### config.mk
export PLATFORM = sky130hd
export DESIGN_NAME = blink_monitor
export DESIGN_NICKNAME = d
export VERILOG_FILES = /design/src/rtl/blink_pkg.sv /design/src/rtl/sync_edge.sv /design/src/rtl/blink_monitor.sv
export SDC_FILE = /design/constraint.sdc
export NUM_CORES = 1
export LEC_CHECK = 0
export ABC_AREA = 1
export CORE_AREA = 2 2 95 97
export CTS_BUF_LIST = sky130_fd_sc_hd__clkbuf_8
export CTS_CLUSTER_DIAMETER = 150
export DETAILED_ROUTE_END_ITERATION = 8
export DIE_AREA = 0 0 97 99
export DONT_BUFFER_PORTS = 1
export GPL_TIMING_DRIVEN = 0
export PLACE_DENSITY = 0.75
export SLEW_MARGIN = 20
export SYNTH_ARGS = -nofsm -noshare
export SYNTH_HDL_FRONTEND = slang
export SYNTH_SLANG_ARGS = --single-unit
### constraint.sdc
create_clock -name clk -period 2.5 [get_ports clk]
set_input_delay 0.125 -clock clk [delete_from_list [all_inputs] [get_ports clk]]
set_output_delay 0.125 -clock clk [all_outputs]
set_load 0.02 [all_outputs]
### src/rtl/blink_pkg.sv
// rtl/blink_pkg.sv - shared state encoding, default constants and tolerance helper for blink_monitor
package blink_pkg;

    localparam int unsigned DEF_NOMINAL     = 32'd50000000;
    localparam int unsigned DEF_TOL         = 32'd500000;
    localparam int unsigned DEF_TIMEOUT_CYC = 32'd100000000;
    localparam int unsigned DEF_LOCK_N      = 32'd3;

    typedef enum logic [1:0] {
        ST_SEARCH = 2'd0,
        ST_TRACK  = 2'd1,
        ST_LOST   = 2'd2
    } state_t;

    // Window check done in 33 bits so NOMINAL+TOL cannot wrap; the low bound clamps at zero.
    function automatic logic in_tol(input logic [31:0] p,
                                    input logic [32:0] nom,
                                    input logic [32:0] tol);
        logic [32:0] lo;
        logic [32:0] hi;
        lo = (nom > tol) ? (nom - tol) : 33'd0;
        hi = nom + tol;
        return ({1'b0, p} >= lo) && ({1'b0, p} <= hi);
    endfunction

endpackage

### src/rtl/sync_edge.sv
// rtl/sync_edge.sv - two-flop synchronizer with registered rising-edge pulse
module sync_edge (
    input  logic clk,
    input  logic rst,
    input  logic d,
    output logic q,
    output logic rise
);

    logic s1;
    logic s2;
    logic s2_d;

    assign q = s2;

    // Synchronize d, keep a delayed copy, and register the rise so downstream sees a clean pulse.
    always_ff @(posedge clk or posedge rst) begin
        if (rst) begin
            s1   <= 1'b0;
            s2   <= 1'b0;
            s2_d <= 1'b0;
            rise <= 1'b0;
        end else begin
            s1   <= d;
            s2   <= s1;
            s2_d <= s2;
            rise <= s2 & ~s2_d;
        end
    end

endmodule

### src/rtl/blink_monitor.sv
// rtl/blink_monitor.sv - measures blink input period, tracks lock and flags loss of input
module blink_monitor
    import blink_pkg::*;
#(
    parameter int unsigned NOMINAL     = DEF_NOMINAL,
    parameter int unsigned TOL         = DEF_TOL,
    parameter int unsigned TIMEOUT_CYC = DEF_TIMEOUT_CYC,
    parameter int unsigned LOCK_N      = DEF_LOCK_N
) (
    input  logic        clk,
    input  logic        rst,
    input  logic        blink_in,
    output logic [31:0] period,
    output logic        period_valid,
    output logic        locked,
    output logic        timeout
);

    localparam int GW = (LOCK_N < 1) ? 1 : $clog2(LOCK_N + 1);
    localparam logic [31:0]   TO_LIM   = 32'(TIMEOUT_CYC);
    localparam logic [GW-1:0] LOCK_LIM = GW'(LOCK_N);

    state_t        state;
    logic [31:0]   cnt;
    logic [GW-1:0] good_cnt;
    logic [GW-1:0] good_inc;
    logic          rise;
    logic          blink_sync_unused;
    logic          cnt_in_tol;

    sync_edge u_sync (
        .clk  (clk),
        .rst  (rst),
        .d    (blink_in),
        .q    (blink_sync_unused),
        .rise (rise)
    );

    assign cnt_in_tol = in_tol(cnt, 33'(NOMINAL), 33'(TOL));
    assign good_inc   = (good_cnt == LOCK_LIM) ? good_cnt : good_cnt + GW'(1);

    // Period measurement FSM: arm on first edge, measure edge-to-edge, fall to LOST when edges stop.
    always_ff @(posedge clk or posedge rst) begin
        if (rst) begin
            state        <= ST_SEARCH;
            cnt          <= 32'd0;
            good_cnt     <= '0;
            period       <= 32'd0;
            period_valid <= 1'b0;
            locked       <= 1'b0;
            timeout      <= 1'b0;
        end else begin
            period_valid <= 1'b0;
            case (state)
                ST_SEARCH: begin
                    cnt <= 32'd0;
                    if (rise) begin
                        state <= ST_TRACK;
                        cnt   <= 32'd1;
                    end
                end
                ST_TRACK: begin
                    if (rise) begin
                        // An edge takes priority over the timeout in the same cycle.
                        period       <= cnt;
                        period_valid <= 1'b1;
                        cnt          <= 32'd1;
                        if (cnt_in_tol) begin
                            good_cnt <= good_inc;
                            locked   <= (good_inc == LOCK_LIM);
                        end else begin
                            good_cnt <= '0;
                            locked   <= 1'b0;
                        end
                    end else if (cnt >= TO_LIM) begin
                        state    <= ST_LOST;
                        timeout  <= 1'b1;
                        locked   <= 1'b0;
                        good_cnt <= '0;
                    end else begin
                        cnt <= cnt + 32'd1;
                    end
                end
                ST_LOST: begin
                    if (rise) begin
                        state   <= ST_TRACK;
                        cnt     <= 32'd1;
                        timeout <= 1'b0;
                    end
                end
                default: state <= ST_SEARCH;
            endcase
        end
    end

endmodule

==> flow_summary.ini <==
[floorplanning]
ios = 38
initial_core_util = 0.487
core_area_sq_um = 8550
rows = 34
die_w_um = 97
die_h_um = 99
die_area_sq_um = 9600

[sta]
timing.fmax_ghz = 0.449
whs_ns = 0.242
fin_crit_ns = 2.23
setup_violations = 0
setup_ws_ns = 0.271
fin_crit_sh = 0.892
hold_violations = 0
tightest_slew_ns = 0.629
timing.final.max_slew_violations = 0
skew_ns = 0.0110
setup_tns_ns = 0
rsz0062_at_grt = false
relSlewSlack = 0.580

[synth]
synthesis.nets = 603
synth_compound_area_frac = 0.0568
ys_seq_area_frac = 0.451
synth_top_cell_by_area = dfrtp_1
ys_ff_latch = 75
syn_area_sq_um = 4160
synthAdderAreaFrac = 0.0180
muxShareOfSynthArea = 0
netlist_top_cells_area = dfrtp_1 45%, nand2_1 19%, nor2_1 8.3%
netlist_instances = 594
ys_types = 26
avgSynthCellArea_sq_um = 7.01
synth_top_area_share = 0.451
synth_top_family_by_area = simple AND/OR/NAND/NOR gates
synth_xor_area_frac = 0.0147
synth-simple-area-share = 0.390
synth_warnings = 0

[pwr]
p_clk_frac = 0.410
p_int_mw = 2.01
power_leakage_nw = 2.14
swShare = 0.283
p_sw_mw = 0.793
finalPower_mw = 2.81
power.density_nw_per_um2 = 611
combPwrFrac = 0.124
vdd_drop_max_v = 0.000237
seqPwrFrac = 0.465

[clock_network]
post_cts_buffers = 0
cts_max_path_buffers = 2
cts_num_sinks = 75
cts_inserted_buffers = 9
cts_resized = 0
ctsHtreeMaxLevel = 3
worstSkewPairLatency_ns = 0.35
cts_tree = done
holdBufCountCts = 2
clkTransAtPathRegs_ns = 0.08
clock-root-buffer = clkbuf_8

[drt]
wl_um = 10400
dr.pass1.iters = 6
via_per_inst = 5.25
wire_per_inst_um = 14.4
drc = 0
ant_nets = 0
vias = 3784
drt_iter0_markers = 245

[finish]
insertedDiodeCount = 0
num-nets-final = 617
finalNonFillerCells = 721
area_growth_pct = 10.3
drive_above_1_share = 0.0685

[critical_path]
cp.arrival_ns = 2.52
cp-startpoint = state[0]$_DFFE_PP0P_
r2r_slack_ns = 0.27
path_max_fanout = 10
reg2reg_from = state[0]$_DFFE_PP0P_
crit_path_start_kind = register
reg2reg_depth = 8
path_class = reg2reg
endpoint = cnt[5]$_DFFE_PP0P_
end_kind = register
r2r_end = cnt[5]$_DFFE_PP0P_
cp.required_ns = 2.79

[run_status]
status = finished, final reports clean

[placed_design]
dp_hpwl_um = 7950
place.gp.congestion = 0.985
place_ws_ns = 0.317
placed_cells = 703
portBuffers = 0

[global_route]
first_global_vias = 3644
grt_pass1_wl_um = 17700
overflow = 0
antenna_found_initial = 0
grt_max_degree = 47
grtUsageTotal = 0.230

[run]
maxCapViolCount = 0

[worst_hold_path]
hold_path.class = in2async
-- registers in the layout (all words and copies together), names as in the netlist, 2 cells and up --
register  cells
good_cnt      2
cnt          32
period       32
state         2
-- power by group through the flow --
stage	registers, mW	logic (mW)	clock network (mW)
after CTS	1.31	0.350	1.17
after global placement	1.33	0.326	0
after global routing	1.31	0.396	1.23
final	1.31	0.349	1.15
after floorplan	1.32	0.247	0
after detailed placement	1.33	0.346	0
-- through the flow --
step | instance area, sq um | utilization
2_1_floorplan | 4160 | -
3_3_place_gp | 4300 | 0.503
3_5_place_dp | 4330 | 0.506
4_1_cts | 4590 | 0.537
5_1_grt | 4590 | 0.537
6_report | 4590 | 0.537
-- cell families (layout without fill, tap and decap cells) --
family | after synthesis | after routing
adder cells (fa/ha/maj) | 6 | 6
AO/OA/AOI/OAI | 46 | 46
flip-flops | 75 | 75
XOR/XNOR | 7 | 7
AND/OR/NAND/NOR | 389 | 389
buffers and inverters | 71 | 90
-- cells in the final DEF, fill, tap and decap left out, drive strengths merged --
master and count:
o21ai 39, nor3 11, inv 53, o21bai 1, dfrtp 75, ha 6, a21oi 5, buf 11
and2 2, clkinv 1, xor2 7, nor2 100, a32oi 1, bufinv 3, clkbuf 20, nor4 1
dlygate4sd3 2, nand4 5, nand3 55, nand2 215
-- cells in the mapped netlist --
cell / number
buf_2: 7
ha_1: 6
o21bai_1: 1
inv_2: 2
nor3_1: 11
buf_1: 1
clkbuf_1: 10
buf_6: 2
nand2_8: 1
nand2_2: 1
inv_1: 48
clkbuf_2: 1
nor2_2: 7
nor2_1: 92
o21ai_0: 39
nor4_1: 1
nor2_4: 1
a32oi_1: 1
nand3_1: 55
nand2_1: 211
nand2_4: 2
xor2_1: 7
a21oi_1: 5
and2_1: 2
nand4_1: 5
dfrtp_1: 75
-- worst min path at each step --
stage / end / cells after the start / slack (ns) / from
2_1_floorplan: u_sync.s1$_DFF_PP0_ / 0 / 0.16 / blink_in
3_3_place_gp: u_sync.s1$_DFF_PP0_ / 0 / 0.16 / blink_in
3_5_place_dp: u_sync.rise$_DFF_PP0_ / 1 / 0.02 / rst
4_1_cts: u_sync.rise$_DFF_PP0_ / 2 / 0.25 / rst
5_1_grt: u_sync.s2_d$_DFF_PP0_ / 2 / 0.28 / rst
6_report: u_sync.s2_d$_DFF_PP0_ / 2 / 0.24 / rst
-- layer usage --
| metal | vias to the layer above | GRT usage | part of all wire |
|---|---|---|---|
| li1 | 1889 | - | - |
| met5 | - | 0 | 0 |
| met1 | 1760 | 0.313 | 0.45 |
| met3 | 24 | 0.0433 | 0.057 |
| met4 | 0 | 0.0986 | 0.030 |
| met2 | 111 | 0.362 | 0.46 |
-- critical path: stages, from the launching register on --
cell and delay [ns]:
dfrtp_1 0.41, inv_1 0.08, ha_1 0.24, inv_1 0.12, nor2_1 0.07, nor2_2 0.49, clkbuf_1 0.51, nand3_1 0.14
nand2_1 0.10
-- layout make-up --
type	instances	area [sq um]
clock inverters	7	121
flip-flops and latches	75	1880
plain buffers	21	104
repair buffers	3	47.5
multi-input cells	448	1990
well taps	108	135
clock buffers	9	124
inverters	50	190
fillers	825	3960
No activity file was read; power rests on OpenSTA's default activity.
